`src/rtl/mem_arbiter.sv`:
```
// Two-requester round-robin arbiter (m0 = IFU, m1 = LSU) in front of a single memory port.
// One transaction in flight; protocol violations and response timeouts set a sticky err.
module mem_arbiter #(
  parameter int ADDR_W  = 32,
  parameter int DATA_W  = 32,
  parameter int TIMEOUT = 255
) (
  input  logic                clk,
  input  logic                rst_n,
  input  logic                m0_req,
  input  logic [ADDR_W-1:0]   m0_addr,
  output logic                m0_gnt,
  output logic                m0_rsp_valid,
  output logic [DATA_W-1:0]   m0_rdata,
  input  logic                m1_req,
  input  logic                m1_we,
  input  logic [ADDR_W-1:0]   m1_addr,
  input  logic [DATA_W-1:0]   m1_wdata,
  input  logic [DATA_W/8-1:0] m1_wmask,
  output logic                m1_gnt,
  output logic                m1_rsp_valid,
  output logic [DATA_W-1:0]   m1_rdata,
  output logic                mem_req,
  output logic                mem_we,
  output logic [ADDR_W-1:0]   mem_addr,
  output logic [DATA_W-1:0]   mem_wdata,
  output logic [DATA_W/8-1:0] mem_wmask,
  input  logic                mem_ready,
  input  logic                mem_rsp_valid,
  input  logic [DATA_W-1:0]   mem_rdata,
  output logic                busy,
  output logic                err,
  output logic [1:0]          dbg_state
);

  localparam int WD_W = (TIMEOUT > 0) ? $clog2(TIMEOUT + 1) : 1;

  typedef enum logic [1:0] {IDLE = 2'd0, ISSUE = 2'd1, WAIT_RSP = 2'd2} state_t;

  state_t          state;
  logic            owner;
  logic            last;
  logic [WD_W-1:0] wd_cnt;
  logic            err_q;

  logic own_req;
  logic in_issue;
  logic in_wait;
  logic wd_hit;

  // Handshake: a requester holds req and payload until its gnt pulse (mem_req & mem_ready
  // in ISSUE); exactly one rsp_valid pulse later returns to the owner, mem_rsp_valid is
  // only legal in WAIT_RSP.
  assign own_req  = owner ? m1_req : m0_req;
  assign in_issue = (state == ISSUE);
  assign in_wait  = (state == WAIT_RSP);
  assign wd_hit   = (TIMEOUT != 0) && (wd_cnt == WD_W'(TIMEOUT));

  always_ff @(posedge clk or negedge rst_n) begin
    if (!rst_n) begin
      state  <= IDLE;
      owner  <= 1'b0;
      last   <= 1'b1;
      wd_cnt <= '0;
      err_q  <= 1'b0;
    end else begin
      case (state)
        IDLE: begin
          if (mem_rsp_valid) err_q <= 1'b1;
          if (m0_req || m1_req) begin
            // On contention the requester that was not served last wins.
            owner <= (m0_req && m1_req) ? ~last : m1_req;
            state <= ISSUE;
          end
        end
        ISSUE: begin
          if (mem_rsp_valid) err_q <= 1'b1;
          if (!own_req) begin
            err_q <= 1'b1;
            state <= IDLE;
          end else if (mem_ready) begin
            wd_cnt <= '0;
            state  <= WAIT_RSP;
          end
        end
        WAIT_RSP: begin
          if (mem_rsp_valid) begin
            last  <= owner;
            state <= IDLE;
          end else if (wd_hit) begin
            err_q <= 1'b1;
            state <= IDLE;
          end else begin
            wd_cnt <= wd_cnt + WD_W'(1);
          end
        end
        default: state <= IDLE;
      endcase
    end
  end

  assign mem_req   = in_issue & own_req;
  assign mem_we    = in_issue & owner & m1_we;
  assign mem_addr  = !in_issue ? '0 : (owner ? m1_addr : m0_addr);
  assign mem_wdata = (in_issue & owner) ? m1_wdata : '0;
  assign mem_wmask = (in_issue & owner) ? m1_wmask : '0;

  assign m0_gnt = in_issue & ~owner & m0_req & mem_ready;
  assign m1_gnt = in_issue &  owner & m1_req & mem_ready;

  assign m0_rsp_valid = in_wait & ~owner & mem_rsp_valid;
  assign m1_rsp_valid = in_wait &  owner & mem_rsp_valid;
  assign m0_rdata     = m0_rsp_valid ? mem_rdata : '0;
  assign m1_rdata     = m1_rsp_valid ? mem_rdata : '0;

  assign busy      = (state != IDLE);
  assign err       = err_q;
  assign dbg_state = state;

endmodule

```
`config.mk`:
```
export PLATFORM = sky130hd
export DESIGN_NAME = mem_arbiter
export DESIGN_NICKNAME = d
export VERILOG_FILES = /design/src/rtl/mem_arbiter.sv
export SDC_FILE = /design/constraint.sdc
export NUM_CORES = 1
export LEC_CHECK = 0
export BUFFER_PORTS_ARGS = -buffer_cell sky130_fd_sc_hd__buf_2
export CORE_AREA = 2 2 109 111
export DETAILED_ROUTE_END_ITERATION = 16
export DIE_AREA = 0 0 111 113
export PLACE_DENSITY = 0.53
export SETUP_SLACK_MARGIN = 0.1
export SLEW_MARGIN = 20
export SYNTH_ARGS = -nofsm -noshare
export SYNTH_HDL_FRONTEND = slang
export SYNTH_SLANG_ARGS = --single-unit
```
`constraint.sdc`:
```
create_clock -name clk -period 2.3 [get_ports clk]
set_input_delay 0.46 -clock clk [delete_from_list [all_inputs] [get_ports clk]]
set_output_delay 0.46 -clock clk [all_outputs]
set_load 0.01 [all_outputs]
```
==> summary.md, run 1 <==
| Metric | Value |
|---|---|
| Status | finished, final reports clean |
| Met1 Use GR | 19.8% |
| Skew final | 0.00249 ns |
| Cell count after synthesis | 275 |
| Area delta synth->final | 86.8% |
| Worst path cell trace | buf_16, mux2i_2, nor2b_1, buf_2 |
| Commonest non-fill, non-tap cell in the layout | buf_2 |
| First DRT Iteration DRCs | 160 |
| Post-route ant nets | 0 |
| # hold bufs at CTS | 0 |
| Switching share of power | 47.3% |
| Nets | 692 |
| Sequential cell area fraction in the yosys report | 15.5% |
| Port bufs | 280 |
| Post-Syn Nets | 419 |
| Cells on worst reg2reg path | 6 |
| Sink Count | 13 |
| Worst-path clk slew | 0.05 ns |
| Core area | 11300 um^2 |
| RSZ-0062 raised after global routing | yes |
| Avg Synthesized Cell Area | 7.64 um^2 |
| Fin area | 3920 um^2 |
| Final Core Density | 34.8% |
| Critical Path Fanout Max | 71 |
| Worst Tran Pin Value | 0.464 ns |
| Total Routed Length | 10.4 mm |
| Total die area | 12500 um^2 |
| Top cell type's share of synthesized area | 19.1% |
| WS Path Type | reg -> out |
| CTS tree | yes |
| Largest area contributor in the netlist | and2_1 |
| First-pass GRT wire length | 15.5 mm |
| DP Worst Slack | 0.257 ns |
| Largest net degree at the start of global routing | 72 |
| Critical path buffers and inverters | 2 |
| Grt met3 use | 1.93% |
| DP Area | 3650 um^2 |
| GRT Util Overall | 14.9% |
| DRC violations left | 0 |
| Die W | 111 um |
| Total number of vias | 3034 |
| Switching power | 0.00162 W |
| Synth cell types | 39 |
| Stages on worst setup path | 4 |
| CP max stage cell | dfrtp_2 |
| Initial antenna violation count | 0 |
| Via density | 4.40 |
| Max Cap Viol | 0 |
| Syn Std Cell Area | 2100 um^2 |
| Leakage power | 2.51 nW |
| Setup ws final | 0.212 ns |
| H-Tree Depth | 1 |
| Clk buf depth | 2 |
| Final-report max-slew violation count | 0 |
| # diodes | 0 |
| Grt met2 use | 26.4% |
| Crit end category | output port |
| Router iterations before antenna repair | 4 |
| Initial Util | 18.6% |
| Tcrit/Tclk final | 90.8% |
| Gate power share | 79.7% |
| Synth warn | 0 |
| Slew margin rel. | 69.0% |
| Clk_lat worst skew | 0.25 ns |
| Dpl cells | 679 |
| Crit-path max cell delay | 0.46 ns |
| Commonest non-fill, non-tap cells in the layout | buf_2, and2_1, and3_1 |
| Final hold violations | 0 |
| GP Congestion | 0.871 |
| Flop pwr share | 10.5% |
| Finished Layout Cells | 690 |
| Root Buffer | clkbuf_16 |
| Die Y | 113 um |
| Internal Pwr Total | 0.00181 W |
| Crit path max-delay family | flip-flops |
| Req. time, crit path | 1.84 ns |
| Pwr Density | 873 nW/um^2 |
| Peak VDD IR | 0.000700 V |
| Period minus WS final | 2.09 ns |
| Final TNS setup | 0 ns |
| Clock network fraction of total power | 9.8% |
| Fraction of layout instances using a drive strength above 1 | 57.2% |
| F_max | 479 MHz |
| Synth area leaders | and2_1, mux2i_1, dfrtp_1, and3_1, nor2b_1 |
| Routed WL per cell | 15.1 um |
| Final setup violation count | 0 |
| Worst setup SP type | flop |
| I/O pin cnt | 281 |
| Grt total ovfl | 0 |
| Crit path DAT | 1.63 ns |
| #FFs+latches synth | 13 |
| TritonCTS Buffers | 3 |
| Vias in the first global route | 2865 |
| DP Wirelength | 8.40 mm |
| Most used routing layer | met2 |
| Hold/Removal Path Class | in -> async |
| Fill count | 1192 |
| Core Rows | 39 |
[cell type report]
class	count	area, um^2	area share (%)
flip-flops and latches	13	329	8.39
multi-input cells	232	1710	43.5
repair buffers	292	1610	41.0
inverters	6	22.5	0.574
clock buffers	4	78.8	2.01
well taps	143	179	4.56
[flip-flops by register name (all words and copies together) (netlist names)]
name	count
wd_cnt	8
owner	1
err	1
dbg_state	2
last	1
[cell families (layout without fill, tap and decap cells)]
kind of cell               Yosys count  in the layout  share of synthesized area [%]
and+or+nand+nor                    164            164                           48.5
DFF                                 13             13                           15.5
AOI/OAI and AO/OA                   28             28                           10.5
adders and majority gates            5              5                           2.98
muxes                               35             35                           16.8
buffers and inverters               30            302                           5.66
[repair_timing]
| item | CTS | global route |
|---|---|---|
| pin swaps | 1 | 1 |
| cloned | 1 | 3 |
| endpoints found under the setup margin | 83 | 121 |
| buffers inserted | 0 | 3 |
| resized for setup | 9 | 9 |
| endpoints found under the hold margin | 0 | 0 |
[Yosys cell counts (all sizes together)]
cell type  number
nor3b           2
nor2            4
nand3           3
a211o           1
a221o           2
nor2b          33
dfstp           1
nor4            2
mux2            2
o31ai           2
a21bo           1
nand2           7
o311ai          1
dfrtp          12
ha              5
clkbuf         19
o21ai           2
nand4           1
a2bb2oi         2
buf             5
o21a            1
a41oi           1
a21o            1
or3             3
o211ai          2
inv             6
a21boi          1
and2           64
and4            1
and3           41
and4b           1
or2             1
nand2b          1
a21oi           5
mux2i          33
o221a           1
a22o            1
a31oi           4
[final timing paths]
kind | startpoint | endpoint | slack, ns
max | owner$_DFFE_PN0P_ | mem_addr[9] | 0.21
min | rst_n | err$_DFFE_PN0P_ | 0.1
max reg2reg | dbg_state[1]$_DFFE_PN0P_ | wd_cnt[4]$_DFFE_PN0P_ | 0.38
min reg2reg | last$_DFFE_PN1P_ | last$_DFFE_PN1P_ | 0.51
max in group asynchronous | rst_n | last$_DFFE_PN1P_ | 1.92
min in group clk | m0_req | owner$_DFFE_PN0P_ | 0.44
[power by group through the flow]
stage	combinational, W	clock, W	sequential [W]
2_1_floorplan	0.00161	0	0.000344
3_3_place_gp	0.00255	0	0.000349
3_5_place_dp	0.00259	0	0.000357
4_1_cts	0.00262	0.000347	0.000358
5_1_grt	0.00297	0.000353	0.000373
6_report	0.00273	0.000336	0.000361
[stage by stage]
| stage | hold WS, ns | total power, W |
|---|---|---|
| 2_1_floorplan | 0.164 | 0.00195 |
| 3_3_place_gp | 0.367 | 0.00290 |
| 3_5_place_dp | 0.374 | 0.00294 |
| 4_1_cts | 0.111 | 0.00333 |
| 5_1_grt | 0.137 | 0.00369 |
| 6_report | 0.0990 | 0.00343 |
[per-layer routing]
layer / vias up / part of all wire [%]
met5: - / 0
met4: 0 / 0.77
met3: 7 / 6.1
met2: 122 / 49
met1: 1410 / 44
li1: 1495 / -
(Power assumes the default switching activity.)
==> run 2: changes to the inputs <==
--- a/config.mk
+++ b/config.mk
@@ -7,7 +7,8 @@
 export LEC_CHECK = 0
 export BUFFER_PORTS_ARGS = -buffer_cell sky130_fd_sc_hd__buf_2
-export CORE_AREA = 2 2 109 111
+export CORE_AREA = 2 2 108 110
+export CTS_BUF_LIST = sky130_fd_sc_hd__clkbuf_2 sky130_fd_sc_hd__clkbuf_4 sky130_fd_sc_hd__clkbuf_8
 export DETAILED_ROUTE_END_ITERATION = 16
-export DIE_AREA = 0 0 111 113
+export DIE_AREA = 0 0 110 112
 export PLACE_DENSITY = 0.53
 export SETUP_SLACK_MARGIN = 0.1
==> constraint.sdc (replaced) <==
create_clock -name clk -period 2.3 [get_ports clk]
set_input_delay 0.345 -clock clk [delete_from_list [all_inputs] [get_ports clk]]
set_output_delay 0.345 -clock clk [all_outputs]
set_load 0.01 [all_outputs]
==> run 2 against run 1 <==
Compared with the run above: die area fell by 1.8%; design area decreased by 4.1%; via count down 1.0%; non-clock buffer count shrank 5; setup slack gained 0.024 ns; largest power group unchanged.
==> summary.md, run 2 (synthesized netlist as in run 1, its figures left out) <==
| Metric | Value |
|---|---|
| Status | finished, final reports clean |
| R2R Path Start | dbg_state[0]$_DFFE_PN0P_ |
| Hold_sp | m0_req |
| Max Cap Viol | 0 |
| Hold/Removal Path Class | in -> reg |
| Die Y | 112 um |
| First-pass GRT wire length | 14.6 mm |
| Crit-path max cell delay | 0.45 ns |
| Final TNS setup | 0 ns |
| Port bufs | 280 |
| Commonest non-fill, non-tap cells in the layout | buf_2, and2_1, and3_1 |
| Worst Tran Pin Value | 0.468 ns |
| CTS tree | yes |
| Via density | 4.38 |
| Leakage power | 2.45 nW |
| I/O pin cnt | 281 |
| CP max stage cell | dfrtp_1 |
| Slack of the worst reg-to-reg path | 0.48 ns |
| Vias in the first global route | 2804 |
| Die W | 110 um |
| Multi-input logic area | 1690 um^2 |
| Core Rows | 39 |
| DP Wirelength | 8.35 mm |
| Routed WL per cell | 14.8 um |
| Worst path cell trace | inv_2, ha_4, and3_1, buf_6, and2_1, buf_2 |
| Skew final | 0.00264 ns |
| Fraction of layout instances using a drive strength above 1 | 56.3% |
| Total Routed Length | 10.2 mm |
| Final-report max-slew violation count | 0 |
| Initial antenna violation count | 1 |
| Post-CTS setup buffer count | 0 |
| Nets | 687 |
| FF/Latch Area | 328 um^2 |
| Worst-path clk slew | 0.06 ns |
| Crit path DAT | 1.72 ns |
| First DRT Iteration DRCs | 172 |
| F_max | 484 MHz |
| Largest Register | wd_cnt |
| Initial Util | 18.8% |
| Grt total ovfl | 0 |
| Commonest non-fill, non-tap cell in the layout | buf_2 |
| Crit end category | output port |
| Fin area | 3760 um^2 |
| Final hold violations | 0 |
| Post-route ant nets | 0 |
| Critical Path Fanout Max | 34 |
| Router iterations before antenna repair | 4 |
| Largest net degree at the start of global routing | 72 |
| Req. time, crit path | 1.96 ns |
| Clk_lat worst skew | 0.25 ns |
| Final hold slack | 0.334 ns |
| Worst setup SP type | flop |
| Area delta synth->final | 79.2% |
| WS Path Type | reg -> out |
| GP Congestion | 0.827 |
| Total number of vias | 3003 |
| Total die area | 12300 um^2 |
| DP Area | 3650 um^2 |
| Tcrit/Tclk final | 89.8% |
| Clk buf depth | 2 |
| Root Buffer | clkbuf_8 |
| Period minus WS final | 2.06 ns |
| RSZ-0062 raised after global routing | no |
| TritonCTS Buffers | 3 |
| Pwr Density | 861 nW/um^2 |
| Fill count | 1220 |
| Max reg flops | 8 |
| Sink Count | 13 |
| GRT Util Overall | 14.8% |
| Core area | 11200 um^2 |
| H-Tree Depth | 1 |
| Setup crit start | dbg_state[0]$_DFFE_PN0P_ |
| DRC violations left | 0 |
| Peak VDD IR | 0.000442 V |
| Slew margin rel. | 68.8% |
| Final setup violation count | 0 |
-- run 2: changes by cell type in the layout (fill, tap and decap cells not counted), sizes merged --
cell         delta
buf             -2
clkbuf          -4
diode           +1
dlygate4sd3     +1
-- run 2: critical path: cells and delay by family, from the launching register on --
family                     cells  cell delay [ns]
buffers and inverters          3             0.48
DFF                            1             0.45
and+or+nand+nor                2             0.35
adders and majority gates      1             0.19
-- run 2: worst paths after layout --
check                                        endpoint  cells past startpoint
worst max register to register  wd_cnt[3]$_DFFE_PN0P_                      6
worst max-delay path                      m1_rdata[2]                      6
worst min register to register       last$_DFFE_PN1P_                      1
min in group asynchronous       wd_cnt[7]$_DFFE_PN0P_                      2
worst min-delay path                owner$_DFFE_PN0P_                      2
max in group asynchronous            last$_DFFE_PN1P_                      2
-- run 2: through the flow --
| step | utilization, % | setup slack [ns] | std cells | power (W) |
|---|---|---|---|---|
| after floorplan | - | 0.378 | 275 | 0.00195 |
| after global placement | 32.7 | 0.347 | 679 | 0.00295 |
| after detailed placement | 32.7 | 0.250 | 679 | 0.00299 |
| after CTS | 33.5 | 0.118 | 685 | 0.00326 |
| after global routing | 33.7 | 0.115 | 686 | 0.00352 |
| final | 33.7 | 0.235 | 686 | 0.00324 |
-- run 2: where the power goes --
| part | switching [W] | internal, W |
|---|---|---|
| Clock | 0.0000906 | 0.000134 |
| Combinational | 0.00143 | 0.00121 |
| Sequential | 0.0000847 | 0.000291 |
-- run 2: layout make-up --
cell class                      count  share of cell area, %
Multi-Input combinational cell    232                   44.9
Sequential cell                    13                   8.71
Clock buffer                        4                   1.30
Antenna cell                        1                 0.0665
Tap cell                          143                   4.75
Timing Repair Buffer              287                   39.7
Inverter                            6                  0.598
-- run 2: what timing repair did --
| item | 4_1_cts | 5_1_grt |
|---|---|---|
| hold buffers | 1 | 0 |
| endpoints found under the hold margin | 9 | 0 |
| endpoints found under the setup margin | 65 | 121 |
| resized for setup | 6 | 5 |
| cloned | 1 | 0 |
-- run 2: metal layers --
| layer | GRT usage [%] | share of wire (%) | vias up |
|---|---|---|---|
| met3 | 1.81 | 7.4 | 22 |
| met1 | 18.4 | 41 | 1379 |
| met2 | 25.8 | 49 | 118 |
| met5 | 0 | 0 | - |
| li1 | - | - | 1484 |
| met4 | 5.40 | 2.6 | 0 |
